===== src/rtl/rf_sequencer.sv =====
// Register-file sequencer: zero-clears the file after reset, passes core accesses through, streams a full dump on request.
// Optional reset-time clear is enabled by defining RF_SEQ_CLEAR_EN.
module rf_sequencer (
   input  logic       CLK,
   input  logic       RESET,
   input  logic       core_regWrite,
   input  logic [2:0] core_Rs,
   input  logic [2:0] core_Rd,
   input  logic [7:0] core_writeValue,
   output logic       stall,
   input  logic       dump_req,
   output logic       dump_valid,
   input  logic       dump_ready,
   output logic [2:0] dump_idx,
   output logic [7:0] dump_data,
   output logic       dump_done,
   output logic       rf_regWrite,
   output logic [2:0] rf_Rs,
   output logic [2:0] rf_Rd,
   output logic [7:0] rf_writeValue,
   input  logic [7:0] rf_val1
);

   localparam int NREGS = 8;

   typedef enum logic [1:0] {CLEAR, RUN, DUMP} state_t;

`ifdef RF_SEQ_CLEAR_EN
   localparam state_t RESET_STATE = CLEAR;
`else
   localparam state_t RESET_STATE = RUN;
`endif

   state_t     state, next_state;
   logic [2:0] idx, next_idx;
   logic       done_q, next_done;
   logic       last_idx;

`ifdef RF_SEQ_CLEAR_EN
   logic pend, next_pend;
`endif

   assign last_idx = (idx == 3'(NREGS - 1));

   always_ff @(posedge CLK or posedge RESET) begin
      if (RESET) begin
         state  <= RESET_STATE;
         idx    <= '0;
         done_q <= 1'b0;
`ifdef RF_SEQ_CLEAR_EN
         pend   <= 1'b0;
`endif
      end else begin
         state  <= next_state;
         idx    <= next_idx;
         done_q <= next_done;
`ifdef RF_SEQ_CLEAR_EN
         pend   <= next_pend;
`endif
      end
   end

   // A dump request seen on the final clear cycle goes straight to DUMP, same as one remembered in pend.
   always_comb begin
      next_state = state;
      next_idx   = idx;
      next_done  = 1'b0;
`ifdef RF_SEQ_CLEAR_EN
      next_pend  = pend;
`endif
      case (state)
         CLEAR: begin
`ifdef RF_SEQ_CLEAR_EN
            next_idx = idx + 3'd1;
            if (dump_req)
               next_pend = 1'b1;
            if (last_idx) begin
               if (pend || dump_req) begin
                  next_state = DUMP;
                  next_pend  = 1'b0;
               end else begin
                  next_state = RUN;
               end
            end
`else
            next_state = RUN;
`endif
         end
         RUN: begin
            if (dump_req) begin
               next_state = DUMP;
               next_idx   = '0;
            end
         end
         DUMP: begin
            if (dump_ready) begin
               next_idx = idx + 3'd1;
               if (last_idx) begin
                  next_state = RUN;
                  next_done  = 1'b1;
               end
            end
         end
         default: next_state = RESET_STATE;
      endcase
   end

   // Core path is purely combinational in RUN; write enable is held off while RESET is asserted.
   always_comb begin
      rf_regWrite   = 1'b0;
      rf_Rs         = core_Rs;
      rf_Rd         = core_Rd;
      rf_writeValue = core_writeValue;
      stall         = 1'b1;
      dump_valid    = 1'b0;
      case (state)
         CLEAR: begin
            rf_regWrite   = ~RESET;
            rf_Rd         = idx;
            rf_writeValue = '0;
         end
         RUN: begin
            rf_regWrite = core_regWrite & ~RESET;
            stall       = 1'b0;
         end
         DUMP: begin
            rf_Rs      = idx;
            rf_Rd      = idx;
            dump_valid = 1'b1;
         end
         default: begin
            rf_regWrite = 1'b0;
         end
      endcase
   end

   assign dump_idx  = idx;
   assign dump_data = rf_val1;
   assign dump_done = done_q;

endmodule

===== config.mk =====
export PLATFORM = sky130hd
export DESIGN_NAME = rf_sequencer
export DESIGN_NICKNAME = d
export VERILOG_FILES = /design/src/rtl/rf_sequencer.sv
export SDC_FILE = /design/constraint.sdc
export NUM_CORES = 1
export LEC_CHECK = 0
export CAP_MARGIN = 5
export CELL_PAD_IN_SITES_DETAIL_PLACEMENT = 1
export CELL_PAD_IN_SITES_GLOBAL_PLACEMENT = 2
export CORE_ASPECT_RATIO = 1.2
export CORE_UTILIZATION = 12
export CTS_BUF_LIST = sky130_fd_sc_hd__clkbuf_16
export DETAILED_ROUTE_END_ITERATION = 12
export PLACE_DENSITY = 0.69
export SLEW_MARGIN = 10
export SYNTH_ARGS = -nofsm -noshare
export SYNTH_HDL_FRONTEND = slang
export SYNTH_SLANG_ARGS = --single-unit

===== constraint.sdc =====
create_clock -name CLK -period 1.6 [get_ports CLK]
set_clock_uncertainty 0.15 [all_clocks]
set_input_delay 0.4 -clock CLK [delete_from_list [all_inputs] [get_ports CLK]]
set_output_delay 0.4 -clock CLK [all_outputs]
set_load 0.02 [all_outputs]

==> out/results.tsv <==
metric	value	unit
ant_nets	0	
synth_area_leader_cell	dfrtp_1	
cts_buffers	3	
die_y	76.5	um
layout-drive-gt1-share	58.7	%
fin_crit_sh	122	%
synthArstFlopShare	100	%
first_pass_iters	2	
grt_max_degree	10	
cts_root_buffer	clkbuf_16	
htree_levels	1	
yosys.area_share.simple	23.9	%
ys_warn_count	0	
critPathMaxFanout	5	
viasPerCell	3.65	
rsz0062_at_grt	true	
wl	1920	um
io_buffers	39	
insertion_delay	0.23	ns
power.density	1700	nW/um^2
clock_path_buffers	2	
synth_top_family_by_area	simple AND/OR/NAND/NOR gates	
synth_commonest_cells	nor2b_1 (11), buf_4 (8), dfrtp_1 (5)	
syn_inst	57	
syn_avg_cell_area	9.75	um^2
core	4360	um^2
arrival	1.40	ns
synthAdderAreaFrac	4.50	%
drcViolationCount	0	
die_w	64.1	um
worst_slew_pin_slew	0.263	ns
grt_pass1_vias	634	
grt_pass1_wl	3060	um
initial_core_util	12.7	%
power_leakage	0.578	nW
synthFlopType	dfrtp_1	
synth_compound_gate_area_share	12.4	%
hpwl	1540	um
outcome	complete, but fails checks	
fin_nets	134	
worstPathRequired	1.05	ns
slowest_delay	0.61	ns
clock_sinks	6	
highest_layer	met4	
yosys-top-cells-area	dfrtp_1 (23%), nor2b_1 (12%), buf_4 (11%)	
cts_tree	done	
die-area	4910	um^2
cts.reportedPaths.clkPinSlew	0.04	ns
syn_nets	86	
drv_cap	0	
place_ws	-0.701	ns
synth-edff-count	0	
vias	584	
place.gp.congestion	0.709	
period_minus_slack	1.95	ns
area_growth	119	%
path_class	flip-flop to output port	
route.met3.wl	206	um
critical_path.slowest_cell	dfstp_2	
grt_usage	8.01	%
slew_headroom	82.4	%
synthXorXnorAreaFrac	0	%
row_count	26	
finalSetupViolations	17	
dr_wl_met2	916	um
synth_top_area_share	22.5	%
crit_chain	buf_6 -> mux2_4 -> buf_6	
hold_viol	0	
fin_ws	-0.348	ns
drtIter0Drc	10	
synth_seq_area_share	27.3	%
antenna_cells	0	
syn_area	556	um^2
crit_top_cell	buf_6	
wire_per_inst	12.0	um
globalRouteOverflowTotal	0	
synthDistinctLibCells	21	
synth_seq_cells	6	
total_power	2.08	mW
ios	56	
muxShareOfSynthArea	14.2	%
met1Wirelength	784	um
end_kind	output port	
max_freq	513	MHz
ir_worst_vdd	0.420	mV
holdCritPathClass	primary input to asynchronous set/reset pin	
startpoint_type	flip-flop	
slew_violations	0	
failed_checks	setup timing	
antenna_found_initial	0	
yosys.cell_count.top_type	nor2b_1	
[sequential cells by signal (all words and copies together), names as in the netlist]
name,cells
dump_done,1
state,2
dump_idx,3
[placed cells by master, fill, tap and decap left out, types with 3 or more instances in the layout]
cell	n
mux2_4	6
buf_4	12
nand2_1	4
dfrtp_1	5
buf_6	18
a21oi_1	3
clkbuf_16	3
clkdlybuf4s50_1	17
nor2b_4	6
nor2b_1	3
nor2b_2	3
inv_1	3
[timing repair]
item / in CTS / in global routing
endpoints found under the hold margin: 0 / 0
cloned: 0 / 0
pin swaps: 0 / 1
buffers inserted: 2 / 1
resized for setup: 108 / 14
hold buffers: 0 / 0
endpoints found under the setup margin: 22 / 20
[path summary, 6_finish.rpt]
path / startpoint / to / slack, ns / depth (start not counted)
hold / removal: RESET / dump_idx[1] / 0.42 / 3
max in group asynchronous: RESET / state[0] / 0.61 / 3
setup reg to reg: state[0] / dump_idx[0] / 0.08 / 4
min in group CLK: dump_idx[2] / dump_idx[2] / 0.54 / 3
setup / recovery: state[0] / rf_Rd[0] / -0.35 / 3
hold reg to reg: dump_idx[2] / dump_idx[2] / 0.54 / 3
[critical path, delay by kind of cell (launching register included)]
kind | cells | cell delay [ns]
flip-flops | 1 | 0.61
buffers and inverters | 2 | 0.26
multiplexers | 1 | 0.29
[area by class of cell]
cell class / instances / area [um^2]
clock buffers: 3 / 75.1
clock inverters: 1 / 3.75
fillers: 504 / 3140
inverters: 3 / 11.3
multi-input cells: 37 / 374
flip-flops and latches: 6 / 151
well taps: 56 / 70.1
repair buffers: 54 / 533
[kinds of logic (layout without fill, tap and decap cells)]
family | count (synthesis) | in the layout
AOI/OAI and AO/OA | 8 | 8
muxes | 6 | 6
adders and majority gates | 2 | 2
buffers and inverters | 14 | 61
and+or+nand+nor | 21 | 21
DFF | 6 | 6
[metal layers]
metal | vias up | track usage, %
met2 | 40 | 13.2
met1 | 265 | 9.34
met5 | - | 0
met3 | 2 | 2.84
li1 | 277 | -
met4 | 0 | 3.11
[through the flow]
step | TNS (ns) | utilization (%) | instances | hold WS (ns) | instance area (um^2)
after global routing | -5.31 | 28.0 | 160 | 0.464 | 1220
after floorplan | -0.0574 | - | 57 | 0.0402 | 598
final | -4.61 | 28.0 | 160 | 0.419 | 1220
after global placement | -8.92 | 24.7 | 154 | 0.542 | 1070
after CTS | -4.78 | 26.9 | 160 | 0.430 | 1170
after detailed placement | -9.25 | 24.7 | 154 | 0.542 | 1070
[report_power, final]
part / internal (mW) / switching (mW)
combinational: 0.750 / 0.640
sequential: 0.211 / 0.0607
clock: 0.325 / 0.0911
Note: power is estimated with default switching activity, not from simulation.
